==> config.mk <==
export PLATFORM = sky130hd
export DESIGN_NAME = lsu
export DESIGN_NICKNAME = d
export VERILOG_FILES = /design/src/rtl/lsu_pkg.sv /design/src/rtl/lsu_align.sv /design/src/rtl/lsu.sv
export SDC_FILE = /design/constraint.sdc
export NUM_CORES = 1
export LEC_CHECK = 0
export ABC_CLOCK_PERIOD_IN_PS = 2660
export CAP_MARGIN = 20
export CORE_AREA = 5 5 99 147
export CTS_CLUSTER_DIAMETER = 200
export DETAILED_ROUTE_END_ITERATION = 8
export DIE_AREA = 0 0 104 152
export PLACE_DENSITY = 0.84
export SLEW_MARGIN = 10
export SYNTH_ARGS = -nofsm -noshare
export SYNTH_HDL_FRONTEND = slang
export SYNTH_HIERARCHICAL = 1
export SYNTH_SLANG_ARGS = --single-unit
==> constraint.sdc <==
create_clock -name clk -period 2.66 [get_ports clk]
set_input_delay 0.399 -clock clk [delete_from_list [all_inputs] [get_ports clk]]
set_output_delay 0.399 -clock clk [all_outputs]
set_load 0.005 [all_outputs]
==> src/rtl/lsu_pkg.sv <==
// lsu_pkg: op/state enums and address helpers shared by the LSU and its lane aligner.
package lsu_pkg;

   typedef enum logic [2:0] {LB = 3'd0, LBU, LH, LHU, LW, SB, SH, SW} op_e;
   typedef enum logic [1:0] {IDLE, ACCESS, MERGE} state_e;

   localparam int LANE_W = 8;

   function automatic int idx_w(input int depth);
      return depth > 1 ? $clog2(depth) : 1;
   endfunction

   function automatic logic [4:0] lane_lsb(input logic [1:0] off);
      return 5'(off) * 5'(LANE_W);
   endfunction

   function automatic logic is_load(input op_e op);
      return op <= LW;
   endfunction

   function automatic logic is_rmw(input op_e op);
      return op == SB || op == SH;
   endfunction

   function automatic logic is_half(input op_e op);
      return op == LH || op == LHU || op == SH;
   endfunction

   function automatic logic is_word(input op_e op);
      return op == LW || op == SW;
   endfunction

   function automatic logic misaligned(input op_e op, input logic [1:0] lo);
      return (is_half(op) && lo[0]) || (is_word(op) && lo != 2'b00);
   endfunction

   function automatic logic [31:0] align_down(input op_e op, input logic [31:0] a);
      return is_word(op) ? {a[31:2], 2'b00} : is_half(op) ? {a[31:1], 1'b0} : a;
   endfunction

endpackage

==> src/rtl/lsu_align.sv <==
// lsu_align: little-endian load extraction/extension and byte/halfword store merge.
module lsu_align
   import lsu_pkg::*;
(
   input  op_e         op,
   input  logic [1:0]  off,
   input  logic [31:0] rd_data,
   input  logic [31:0] wdata,
   output logic [31:0] ld_data,
   output logic [31:0] st_data
);

   logic [4:0]  sa;
   logic [31:0] sh, mask, data;

   always_comb begin
      sa      = lane_lsb(off);
      sh      = rd_data >> sa;
      ld_data = op == LB  ? {{(32-LANE_W){sh[LANE_W-1]}}, sh[LANE_W-1:0]} :
                op == LBU ? {{(32-LANE_W){1'b0}}, sh[LANE_W-1:0]} :
                op == LH  ? {{(32-2*LANE_W){sh[2*LANE_W-1]}}, sh[2*LANE_W-1:0]} :
                op == LHU ? {{(32-2*LANE_W){1'b0}}, sh[2*LANE_W-1:0]} : rd_data;
      // replicate the store lane across the word, then keep only the addressed lane
      mask    = op == SB ? 32'h0000_00ff << sa : op == SH ? 32'h0000_ffff << sa : 32'hffff_ffff;
      data    = op == SB ? {4{wdata[7:0]}} : op == SH ? {2{wdata[15:0]}} : wdata;
      st_data = (rd_data & ~mask) | (data & mask);
   end

endmodule

==> src/rtl/lsu.sv <==
// lsu: single-port load/store unit with read-modify-write sub-word stores.
// Define LSU_MISALIGN_EXC_EN to trap misaligned requests; otherwise they align down.
module lsu
   import lsu_pkg::*;
#(
   parameter int DEPTH = 128
) (
   input  logic        clk,
   input  logic        rst,
   input  logic        req_valid,
   output logic        req_ready,
   input  logic [2:0]  req_op,
   input  logic [31:0] req_addr,
   input  logic [31:0] req_wdata,
   output logic        resp_valid,
   output logic [31:0] resp_data,
   output logic        resp_exc,
   output logic [31:0] dc_addr,
   output logic [31:0] dc_wr_data,
   input  logic [31:0] dc_rd_data,
   output logic        dc_wr_en
);

   localparam int IW = idx_w(DEPTH);

   state_e      state, state_n;
   op_e         op_in, r_op;
   logic [31:0] r_addr, r_wdata, merged, ld_data, st_data;
   logic        accept, mis, exc_pend, unused_addr;

   assign op_in       = op_e'(req_op);
   assign accept      = req_valid && req_ready;
   assign dc_addr     = {{(32-IW){1'b0}}, r_addr[IW+1:2]};
   assign unused_addr = ^r_addr[31:IW+2];

`ifdef LSU_MISALIGN_EXC_EN
   assign mis = misaligned(op_in, req_addr[1:0]);
`else
   assign mis = 1'b0;
`endif

   lsu_align u_align (
      .op      (r_op),
      .off     (r_addr[1:0]),
      .rd_data (dc_rd_data),
      .wdata   (r_wdata),
      .ld_data (ld_data),
      .st_data (st_data)
   );

   always_ff @(posedge clk) begin
      if (rst) state <= IDLE;
      else     state <= state_n;
   end

   always_comb begin
      state_n = state == IDLE   ? (accept && !mis ? ACCESS : IDLE) :
                state == ACCESS ? (is_rmw(r_op) ? MERGE : IDLE) : IDLE;
   end

   always_comb begin
      req_ready  = state == IDLE;
      dc_wr_en   = !rst && ((state == ACCESS && r_op == SW) || state == MERGE);
      dc_wr_data = state == MERGE ? merged : r_wdata;
   end

   // misaligned requests never leave IDLE; exc_pend delays their response by one cycle
   always_ff @(posedge clk) begin
      if (rst) begin
         resp_valid <= 1'b0;
         resp_data  <= '0;
         resp_exc   <= 1'b0;
         exc_pend   <= 1'b0;
         merged     <= '0;
         r_op       <= LB;
         r_addr     <= '0;
         r_wdata    <= '0;
      end else begin
         resp_valid <= exc_pend || state == MERGE || (state == ACCESS && !is_rmw(r_op));
         resp_data  <= (state == ACCESS && is_load(r_op)) ? ld_data : '0;
         resp_exc   <= exc_pend;
         exc_pend   <= accept && mis;
         if (state == ACCESS) merged <= st_data;
         if (accept) begin
            r_op    <= op_in;
            r_addr  <= align_down(op_in, req_addr);
            r_wdata <= req_wdata;
         end
      end
   end

endmodule

# Word-level counts from Yosys, hierarchy flattened
# Cells that the tools add are included.
[classes]
n_mux = 15
magnitude_cmp = 1
eq_ne = 13
shift = 3
reduce_logical = 16
n_bitwise = 5
[ops]
columns = ["operator", "count"]
rows = [
  ["32-bit 2-to-1 mux", 9],
  ["32-bit AND", 2],
  ["32-bit inverter", 1],
  ["32-bit bitwise OR", 1],
  ["16-bit by 5-bit << shifter with 32-bit output, first input constant", 1],
  ["8-bit by 5-bit << shifter with 32-bit output, first input constant", 1],
  ["32-bit by 5-bit >> shifter with 16-bit output", 1],
  ["3-bit equality test, second input constant", 6],
  ["3-bit by 2-bit equality test with 1-bit output, second input constant", 4],
  ["2-bit 2-to-1 mux", 4],
  ["1-bit logical OR", 6],
  ["1-bit logical AND", 5],
  ["3-bit by 1-bit equality test with 1-bit output, second input constant", 1],
  ["3-bit <= comparator, second input constant", 1],
  ["3-bit zero test", 1],
  ["2-bit by 1-bit equality test with 1-bit output, second input constant", 1],
  ["2-bit equality test, second input constant", 1],
  ["1-bit zero test", 2],
  ["2-bit zero test", 1],
  ["1-bit 2-to-1 mux", 2],
  ["2-bit OR reduction", 1],
  ["1-bit inverter", 1],
]
[word_totals]
out_inout_bits = 100
register_bits = 111
inputBits = 102

# Longest topological paths before layout
# Gate-level depths: netlist of the first run.
[depth]
word_depth = 6
ltp_mapped = 10
depth_no_buf = 8

# Hierarchy
# Netlist of the first run, hierarchy kept.
[modules_own_cells]
columns = ["module", "instances", "cells_each", "area_each_um2"]
rows = [
  ["lsu", 1, 489, 4286.6],
  ["lsu_align", 1, 226, 1577.8],
]

# Least setup slack after synthesis of the first run
# No wires, ideal clock.
[synth_path]
kind = "register to register"
from = "reg r_addr[0]"
to = "reg merged[16]"
slack_ns = 0.536
setup_ns = 0.132
path_stages_with_launch = 10
arrival_ns = 1.991
cell_sequence = "dfxtp_1 buf_2 clkinv_1 buf_1 ha_1 o22ai_1 nand2_1 mux2_2 nand2_1 a21oi_1"
[synth_between]
elab_chain_cells = 6
elab_cells_between_ends = 8
cone_classes = "shift: 2; mux: 2; bitwise: 4"
[synth_rtl]
columns = ["element", "line", "text"]
rows = [
  ["start: declaration", "lsu.sv:28", "logic [31:0] r_addr, r_wdata, merged, ld_data, st_data;"],
  ["start signal: assignment", "lsu.sv:86", "r_addr <= align_down(op_in, req_addr);"],
  ["16-bit by 5-bit << shifter with 32-bit output", "lsu_align.sv:24", "mask = op == SB ? 32'h0000_00ff << sa : op == SH ? 32'h0000_ffff << sa : 32'hffff_ffff;"],
  ["32-bit 2-to-1 mux", "lsu_align.sv:24", ""],
  ["32-bit 2-to-1 mux (*)", "lsu_align.sv:24", ""],
  ["32-bit inverter", "lsu_align.sv:26", "st_data = (rd_data & ~mask) | (data & mask);"],
  ["32-bit AND", "lsu_align.sv:26", ""],
  ["32-bit bitwise OR (*)", "lsu_align.sv:26", ""],
  ["net st_data[16]", "lsu.sv:28", ""],
  ["end signal: assignment", "lsu.sv:83", "if (state == ACCESS) merged <= st_data;"],
  ["end: declaration", "lsu.sv:28", ""],
]
# Mark *: on every way through the listed nets, which the timed path passes. The rest lies on a longest branch.
# A chain may end at the register's enable or synchronous reset.

# Final worst setup path of the first run
[layout_path]
from = "reg state[1]"
to = "out dc_wr_data[22]"
[layout_between]
elab_chain_cells = 2
[layout_rtl]
columns = ["element", "line", "text"]
rows = [
  ["start: declaration", "lsu.sv:26", "state_e state, state_n;"],
  ["start signal: assignment", "lsu.sv:53", "else state <= state_n;"],
  ["2-bit equality test", "lsu.sv:64", "dc_wr_data = state == MERGE ? merged : r_wdata;"],
  ["32-bit 2-to-1 mux", "lsu.sv:64", ""],
  ["end: declaration", "lsu.sv:19", "output logic [31:0] dc_wr_data,"],
]
# No other way between the ends.

==> results.sh, run 1 <==
export IMPL_status="finished, final reports clean"
export IMPL_cp_arrival_ps=2150
export IMPL_ff2ff_path_depth=7
export IMPL_ys_seq_area_share_pct=37.9
export IMPL_synth_top_area_cell="dfxtp_1"
export IMPL_area_fraction_of_the_dominant_cell_type_after_synthesis_pct=37.9
export IMPL_place_inst=987
export IMPL_multiInputGateArea_um2=3220
export IMPL_num_ports=202
export IMPL_initial_core_util_pct=44.2
export IMPL_routed_wirelength_um=17300
export IMPL_leakage_nw=3.03
export IMPL_crit_cells=4
export IMPL_timing_max_slew_rel_slack_pct=43.5
export IMPL_finalPower_mw=3.95
export IMPL_synthToLayoutAreaGrowth_pct=30.2
export IMPL_mappedNetlistArea_um2=5860
export IMPL_grt_start_max_net_pins=56
export IMPL_drc_errors=0
export IMPL_first_pass_iters=5
export IMPL_num_antenna_cells=0
export IMPL_critical_path_slowest_stage_cell="dfxtp_1"
export IMPL_number_of_buffers_inserted_by_hold_repair_at_cts=0
export IMPL_fin_worst_skew_ps=7.53
export IMPL_root_driver="clkbuf_16"
export IMPL_worst_setup_path_start_kind="flop"
export IMPL_cts_max_level=3
export IMPL_number_of_distinct_library_cell_variants_in_the_gate_level_netlist_after_synthesis=49
export IMPL_routed_wire_length_per_instance_um=17.2
export IMPL_number_of_synthesized_flops_with_an_enable_pin=0
export IMPL_proportion_of_register_bits_with_asynchronous_set_or_reset_after_synthesis_pct=0
export IMPL_grt_pass1_vias=5000
export IMPL_nNetsFinal=942
export IMPL_power_per_cell_area_nw_per_um2=518
export IMPL_postRouteAntennaNets=0
export IMPL_classification_of_the_worst_setup_path="reg -> out"
export IMPL_final_cell_count_no_fill=1003
export IMPL_worst_skew_pair_late_latency_ps=360
export IMPL_tritoncts="done"
export IMPL_critical_path_endpoint_type="primary output"
export IMPL_placed_wire_length_estimate_after_detailed_placement_um=12900
export IMPL_min_period_ps=2550
export IMPL_rows=52
export IMPL_worst_path_max_fanout=18
export IMPL_synthMostInstantiatedCell="nand2_1"
export IMPL_critical_path_top_delay_family="buffers and inverters"
export IMPL_number_of_vias_per_cell=5.41
export IMPL_drv_cap=0
export IMPL_drt_iter0_drcs=328
export IMPL_clock_tree_buffer_depth=2
export IMPL_post_synth_cell_area_avg_um2=8.20
export IMPL_finalSetupTns_ps=0
export IMPL_place_congestion=0.929
export IMPL_sequential_cell_area_um2=2220
export IMPL_timing_max_transition_violations_final=0
export IMPL_worstHoldPathCells=2
export IMPL_list_of_cells_traversed_by_the_critical_path="nor2b_2 -> buf_4 -> mux2_2 -> clkdlybuf4s50_1"
export IMPL_min_delay_path_class="reg -> reg"
export IMPL_grt_first_pass_wirelength_um=26900
export IMPL_yosys_register_bits=111
export IMPL_timing_final_setup_violations=0
export IMPL_syn_instance_count=715
export IMPL_vdd_ir_drop_worst_mv=0.338
export IMPL_ctsResizeCount=0
export IMPL_clock_sink_count=111
export IMPL_die_height_um=152
export IMPL_grt_overflow_total=0
export IMPL_rsz_0062_raised_after_global_routing="false"
export IMPL_yosys_warnings=6
export IMPL_globalRouteTotalUtil_pct=21.0
export IMPL_final_layout_size_suffix_gt1_share_pct=12.1
export IMPL_yosys_most_used_dff="dfxtp_1"
export IMPL_fmaxAchievable_ghz=0.393
export IMPL_crit_path_max_incr_delay_ps=470
export IMPL_routed_via_count=5430
export IMPL_minimum_setup_slack_after_placement_ps=419
export IMPL_design_core_area_um2=13300
export IMPL_finalHoldViolCount=0
export IMPL_antenna_violations_before_repair=0
export IMPL_die_area_um2=15800
export IMPL_netlist_top_cells_count="nand2_1, dfxtp_1, a21oi_1"
export IMPL_path_buf_inv=2
export IMPL_worst_pin_slew_ps=844
export IMPL_fillCellCount=1188
export IMPL_final_setup_worst_slack_ps=113
export IMPL_synth_area_leaders="dfxtp_1, mux2_2, nand2_1, a21oi_1, buf_4"
export IMPL_numPortBuffers=152
export IMPL_fin_crit_sh_pct=95.7
export IMPL_cts_inserted_buffers=9
export IMPL_cts_reportedPaths_clkPinSlew_ps=70
export IMPL_fp_dieW_um=104
export IMPL_cp_data_required_time_ps=2260
export IMPL_cts_setup_buffers=0
stage by stage:
stage / cell area, um2 / hold slack [ps] / utilization, %
detailed placement: 7310 / 445 / 55.1
global route: 7640 / 469 / 57.5
global placement: 7310 / 438 / 55.1
finish: 7640 / 454 / 57.5
CTS: 7640 / 454 / 57.5
floorplan: 5960 / 433 / -
kinds of logic after synthesis:
family | share of synthesized area, %
buffers and inverters | 8.98
and+or+nand+nor | 19.3
muxes | 14.2
DFF | 37.9
adders and majority gates | 0.853
xor gates and xnor gates | 0.299
AOI/OAI and AO/OA | 18.4
other | 0.0639
worst register-to-register path: cells and delay by family, from the launching register on:
| kind | cells | cell delay (ps) |
|---|---|---|
| DFF | 1 | 600 |
| muxes | 1 | 370 |
| and+or+nand+nor | 2 | 340 |
| adders and majority gates | 1 | 330 |
| AOI/OAI and AO/OA | 2 | 220 |
| buffers and inverters | 1 | 210 |
routing by layer:
metal	up-vias	track usage, %	part of all wire (%)
met5	-	0	0
met4	0	10.1	4.4
met3	58	3.90	6.5
met1	2505	24.1	38
li1	2599	-	-
met2	268	37.3	51
layout by cell type, fill, tap and decap left out, types with 2 or more instances in the layout:
| cell type | instances |
|---|---|
| a21o_1 | 16 |
| a21oi_1 | 100 |
| a22o_1 | 9 |
| and2_1 | 33 |
| buf_4 | 15 |
| bufinv_16 | 2 |
| clkbuf_16 | 9 |
| clkdlybuf4s50_1 | 151 |
| clkinv_4 | 2 |
| clkinvlp_4 | 2 |
| conb_1 | 26 |
| dfxtp_1 | 111 |
| ha_1 | 4 |
| inv_1 | 3 |
| mux2_2 | 54 |
| mux2_4 | 3 |
| mux2i_1 | 18 |
| nand2_1 | 162 |
| nand2b_1 | 11 |
| nor2_1 | 35 |
| nor2b_1 | 4 |
| nor2b_2 | 2 |
| nor3_1 | 2 |
| o21a_1 | 8 |
| o21ai_0 | 11 |
| o21ai_1 | 6 |
| o21ai_2 | 2 |
| o22ai_1 | 8 |
| o2bb2ai_1 | 7 |
| xor2_1 | 2 |
where the power goes:
group | total (mW) | internal, mW | switching, mW
clock | 1.46 | 0.827 | 0.629
combinational | 0.705 | 0.371 | 0.334
sequential | 1.79 | 1.73 | 0.0631
total | 3.95 | 2.93 | 1.03
state kept, by name (all words and copies together) (netlist names):
name,cells
merged,32
state,2
r_op,3
resp_valid,1
r_wdata,32
resp_data,32
r_addr,9
layout make-up:
class	instances	area share, %
timing repair buffer	168	21.6
inverter	5	0.246
sequential	111	29.1
multi-input combinational	541	42.2
clock buffer	9	2.95
clock inverter	7	1.28
tap	162	2.65
worst paths after layout:
kind | startpoint | to | slack, ps
setup / recovery | state[1]$_SDFF_PP0_ | dc_wr_data[22] | 110
hold / removal | r_addr[6]$_SDFFE_PP0P_ | r_addr[6]$_SDFFE_PP0P_ | 450
setup reg to reg | r_addr[0]$_SDFFE_PP0P_ | merged[23]$_SDFFE_PP0N_ | 460
hold reg to reg | r_addr[6]$_SDFFE_PP0P_ | r_addr[6]$_SDFFE_PP0P_ | 450
No activity file was read; power rests on OpenSTA's default activity.
==> run 2, diff against run 1 <==
--- a/config.mk
+++ b/config.mk
@@ -11,7 +11,7 @@
 export CTS_CLUSTER_DIAMETER = 200
 export DETAILED_ROUTE_END_ITERATION = 8
 export DIE_AREA = 0 0 104 152
-export PLACE_DENSITY = 0.84
+export PLACE_DENSITY = 0.82
 export SLEW_MARGIN = 10
 export SYNTH_ARGS = -nofsm -noshare
 export SYNTH_HDL_FRONTEND = slang
==> results.sh, run 2 (synthesis gave the netlist of run 1 again) <==
export IMPL_clkPwrFrac_pct=33.1
export IMPL_ff2ff_path_depth=6
export IMPL_fmaxAchievable_ghz=0.385
export IMPL_num_antenna_cells=0
export IMPL_cts_setup_buffers=0
export IMPL_min_to="merged[6]$_SDFFE_PP0N_"
export IMPL_drt_iter0_drcs=352
export IMPL_cts_max_level=3
export IMPL_grt_start_max_net_pins=45
export IMPL_cts_inserted_buffers=9
export IMPL_cp_data_required_time_ps=2260
export IMPL_net_switching_power_mw=0.987
export IMPL_antenna_violations_before_repair=0
export IMPL_root_driver="clkbuf_16"
export IMPL_routed_wirelength_um=17400
export IMPL_power_per_cell_area_nw_per_um2=492
export IMPL_finalSetupTns_ps=0
export IMPL_cp_arrival_ps=2200
export IMPL_critical_path_endpoint_type="primary output"
export IMPL_leakage_nw=3.03
export IMPL_fp_dieW_um=104
export IMPL_worst_path_max_fanout=20
export IMPL_placed_wire_length_estimate_after_detailed_placement_um=13000
export IMPL_die_height_um=152
export IMPL_registers_with_the_most_flip_flops="merged: 32 flops, r_wdata: 32 flops, resp_data: 32 flops"
export IMPL_number_of_vias_per_cell=5.34
export IMPL_num_ports=202
export IMPL_worst_skew_pair_late_latency_ps=350
export IMPL_timing_max_slew_rel_slack_pct=54.9
export IMPL_final_layout_size_suffix_gt1_share_pct=12.3
export IMPL_p_int_mw=2.76
export IMPL_fin_worst_skew_ps=7.85
export IMPL_nNetsFinal=946
export IMPL_first_pass_iters=4
export IMPL_setup_reg_to_reg_worst_slack_ps=500
export IMPL_status="finished, final reports clean"
export IMPL_drv_cap=0
export IMPL_initial_core_util_pct=44.2
export IMPL_mostFrequentLayoutCell="nand2_1"
export IMPL_grt_first_pass_wirelength_um=26800
export IMPL_layout_cells_most_common_list="nand2_1, clkdlybuf4s50_1, dfxtp_1"
export IMPL_finalHoldViolCount=0
export IMPL_fillCellCount=1206
export IMPL_place_congestion=0.936
export IMPL_final_cell_count_no_fill=1006
export IMPL_timing_final_setup_violations=0
export IMPL_numPortBuffers=152
export IMPL_worstHoldPathCells=2
export IMPL_worst_pin_slew_ps=675
export IMPL_swShare_pct=26.4
export IMPL_cts_reportedPaths_clkPinSlew_ps=70
export IMPL_globalRouteTotalUtil_pct=20.9
export IMPL_vdd_ir_drop_worst_mv=0.386
export IMPL_min_period_ps=2600
export IMPL_classification_of_the_worst_setup_path="reg -> out"
export IMPL_postRouteAntennaNets=0
export IMPL_rows=52
export IMPL_clock_sink_count=111
export IMPL_place_inst=991
export IMPL_rsz_0062_raised_after_global_routing="false"
export IMPL_r2r_end="merged[20]$_SDFFE_PP0N_"
export IMPL_crit_reg2reg_launch="r_op[1]$_SDFFE_PP0P_"
export IMPL_grt_pass1_vias=5113
export IMPL_ctsResizeCount=0
export IMPL_die_area_um2=15800
export IMPL_number_of_buffers_inserted_by_hold_repair_at_cts=0
export IMPL_timing_max_transition_violations_final=0
export IMPL_grt_overflow_total=0
export IMPL_routed_via_count=5377
export IMPL_finalCoreUtilization_pct=57.3
export IMPL_worst_setup_path_start_kind="flop"
export IMPL_hold_path_startpoint="merged[6]$_SDFFE_PP0N_"
export IMPL_pwr_share_seq_pct=47.9
export IMPL_synthToLayoutAreaGrowth_pct=29.7
export IMPL_fin_crit_sh_pct=97.6
export IMPL_min_delay_path_class="reg -> reg"
export IMPL_drc_errors=0
export IMPL_routed_wire_length_per_instance_um=17.3
export IMPL_power_share_combinational_pct=19.0
export IMPL_tritoncts="done"
export IMPL_design_core_area_um2=13300
export IMPL_clock_tree_buffer_depth=2
[run 2: worst max path at each step]
stage / start / cells past startpoint / to
6_report: state[1]$_SDFF_PP0_ / 4 / dc_wr_data[19]
5_1_grt: state[1]$_SDFF_PP0_ / 4 / dc_wr_data[12]
4_1_cts: state[1]$_SDFF_PP0_ / 4 / dc_wr_data[19]
3_5_place_dp: state[1]$_SDFF_PP0_ / 4 / dc_wr_data[19]
3_3_place_gp: state[1]$_SDFF_PP0_ / 4 / dc_wr_data[19]
2_1_floorplan: r_addr[0]$_SDFFE_PP0P_ / 9 / merged[16]$_SDFFE_PP0N_
[run 2: cell type report]
class | instances | area (um2) | share of cell area, %
Timing Repair Buffer | 172 | 1680 | 22.1
Clock inverter | 4 | 22.5 | 0.296
Inverter | 5 | 18.8 | 0.247
Multi-Input combinational cell | 541 | 3220 | 42.3
Sequential cell | 111 | 2220 | 29.2
Clock buffer | 11 | 243 | 3.19
Tap cell | 162 | 203 | 2.66
[run 2: critical path, stage by stage, from the launching register on]
cell             delay [ps]
dfxtp_1                 480
nor2b_2                 220
buf_4                   280
mux2_2                  370
clkdlybuf4s50_1         490
[run 2: power by group through the flow]
stage,Clock [mW],Combinational (mW),Sequential (mW)
3_5_place_dp,0,0.704,1.83
6_report,1.24,0.712,1.79
2_1_floorplan,0,0.413,1.81
5_1_grt,1.32,0.776,1.80
4_1_cts,1.26,0.708,1.79
3_3_place_gp,0,0.695,1.82
[run 2: through the flow]
step	power [mW]	hold slack, ps	worst slack, ps	instance area (um2)
6_report	3.74	455	63.3	7610
5_1_grt	3.89	473	9.28	7610
2_1_floorplan	2.22	433	536	5960
4_1_cts	3.76	456	73.9	7610
3_3_place_gp	2.52	439	474	7340
3_5_place_dp	2.53	447	471	7340
[run 2: per-layer routing]
layer	global-route usage [%]	part of all wire [%]	up-vias
met5	0	0	-
met4	10.8	4.4	0
met3	4.12	6.2	49
met2	36.4	51	230
met1	24.1	39	2501
li1	-	-	2597
==> run 3, diff against run 2 <==
--- a/config.mk
+++ b/config.mk
@@ -7,10 +7,10 @@
 export LEC_CHECK = 0
 export ABC_CLOCK_PERIOD_IN_PS = 2660
 export CAP_MARGIN = 20
-export CORE_AREA = 5 5 99 147
+export CORE_AREA = 2 2 96 144
 export CTS_CLUSTER_DIAMETER = 200
 export DETAILED_ROUTE_END_ITERATION = 8
-export DIE_AREA = 0 0 104 152
+export DIE_AREA = 0 0 98 146
 export PLACE_DENSITY = 0.82
 export SLEW_MARGIN = 10
 export SYNTH_ARGS = -nofsm -noshare
==> results.sh, run 3 (synthesis gave the netlist of run 1 again) <==
export IMPL_cts_setup_buffers=0
export IMPL_place_congestion=0.897
export IMPL_root_driver="clkbuf_16"
export IMPL_registers_with_the_most_flip_flops="merged: 32 flops, r_wdata: 32 flops, resp_data: 32 flops"
export IMPL_number_of_vias_per_cell=5.29
export IMPL_critical_path_endpoint_type="primary output"
export IMPL_synthToLayoutAreaGrowth_pct=30.0
export IMPL_mostFrequentLayoutCell="nand2_1"
export IMPL_worst_setup_path_start_kind="flop"
export IMPL_first_pass_iters=5
export IMPL_cts_inserted_buffers=9
export IMPL_worst_skew_pair_late_latency_ps=350
export IMPL_timing_final_setup_violations=0
export IMPL_routed_via_count=5282
export IMPL_grt_first_pass_wirelength_um=25700
export IMPL_rows=51
export IMPL_min_period_ps=2550
export IMPL_routed_wire_length_per_instance_um=16.5
export IMPL_finalPower_mw=3.89
export IMPL_antenna_violations_before_repair=0
export IMPL_cp_arrival_ps=2150
export IMPL_status="finished, final reports clean"
export IMPL_setup_reg_to_reg_worst_slack_ps=460
export IMPL_rsz_0062_raised_after_global_routing="false"
export IMPL_cp_data_required_time_ps=2260
export IMPL_fin_crit_sh_pct=95.8
export IMPL_cts_reportedPaths_clkPinSlew_ps=70
export IMPL_drv_cap=0
export IMPL_die_area_um2=14300
export IMPL_timing_max_slew_rel_slack_pct=39.7
export IMPL_fillCellCount=1159
export IMPL_fp_dieW_um=98
export IMPL_leakage_nw=3.03
export IMPL_vdd_ir_drop_worst_mv=0.306
export IMPL_placed_wire_length_estimate_after_detailed_placement_um=12200
export IMPL_drt_iter0_drcs=393
export IMPL_drc_errors=0
export IMPL_fin_worst_skew_ps=7.18
export IMPL_grt_overflow_total=0
export IMPL_worst_path_max_fanout=34
export IMPL_worst_pin_slew_ps=902
export IMPL_power_per_cell_area_nw_per_um2=510
export IMPL_use_met2_pct=39.2
export IMPL_use_met3_pct=3.70
export IMPL_grt_start_max_net_pins=51
export IMPL_numPortBuffers=152
export IMPL_initial_core_util_pct=45.3
export IMPL_cts_max_level=3
export IMPL_finalHoldViolCount=0
export IMPL_globalRouteMet1Util_pct=26.4
export IMPL_classification_of_the_worst_setup_path="reg -> out"
export IMPL_final_layout_size_suffix_gt1_share_pct=11.9
export IMPL_die_height_um=146
export IMPL_min_delay_path_class="reg -> reg"
export IMPL_timing_max_transition_violations_final=0
export IMPL_num_ports=202
export IMPL_globalRouteTotalUtil_pct=22.4
export IMPL_routed_wirelength_um=16500
export IMPL_number_of_buffers_inserted_by_hold_repair_at_cts=0
export IMPL_clock_tree_buffer_depth=2
export IMPL_design_core_area_um2=13000
export IMPL_nNetsFinal=941
export IMPL_grt_busiest_layer="met2"
export IMPL_clock_sink_count=111
export IMPL_grt_pass1_vias=4917
export IMPL_finalSetupTns_ps=0
export IMPL_ctsResizeCount=0
export IMPL_num_antenna_cells=0
export IMPL_tritoncts="done"
export IMPL_postRouteAntennaNets=0
export IMPL_layout_cells_most_common_list="nand2_1, clkdlybuf4s50_1, dfxtp_1"
export IMPL_fmaxAchievable_ghz=0.392
## run 3: final timing paths
check | start | cells after the start | end
worst max-delay path | state[1]$_SDFF_PP0_ | 4 | dc_wr_data[21]
worst min-delay path | merged[0]$_SDFFE_PP0N_ | 2 | merged[0]$_SDFFE_PP0N_
worst max register to register | r_op[0]$_SDFFE_PP0P_ | 6 | merged[20]$_SDFFE_PP0N_
worst min register to register | merged[0]$_SDFFE_PP0N_ | 2 | merged[0]$_SDFFE_PP0N_
## run 3: metal layers
metal | vias to the layer above | routed length, um
li1 | 2597 | -
met1 | 2442 | 6470
met2 | 204 | 8440
met3 | 39 | 947
met4 | 0 | 676
met5 | - | 0
## run 3: worst max-delay path, stage by stage, from the launching register on
cell	delay, ps
dfxtp_1	460
nor2b_2	240
buf_12	240
mux2_2	390
clkdlybuf4s50_1	450
## run 3: report_power, final
group          total (mW)  switching (mW)  leakage, nW  internal, mW
logic               0.702           0.331         1.97         0.370
registers            1.79          0.0632        0.904          1.73
clock network        1.39           0.587        0.156         0.805
## run 3: cell type report
cell class / instances / area (um2) / share of cell area [%]
Sequential cell: 111 / 2220 / 29.1
Multi-Input combinational cell: 541 / 3220 / 42.2
Timing Repair Buffer: 167 / 1650 / 21.7
Inverter: 5 / 18.8 / 0.246
Tap cell: 159 / 199 / 2.61
Clock inverter: 3 / 40.0 / 0.525
Clock buffer: 13 / 270 / 3.54
## run 3: through the flow
step | hold WS, ps | cells | instance area [um2] | utilization, % | setup slack (ps)
floorplan | 433 | 740 | 5960 | - | 536
global placement | 439 | 983 | 7310 | 56.5 | 507
detailed placement | 447 | 983 | 7310 | 56.5 | 463
CTS | 457 | 999 | 7620 | 58.9 | 101
global route | 465 | 999 | 7620 | 58.9 | 32.0
finish | 455 | 999 | 7620 | 58.9 | 111
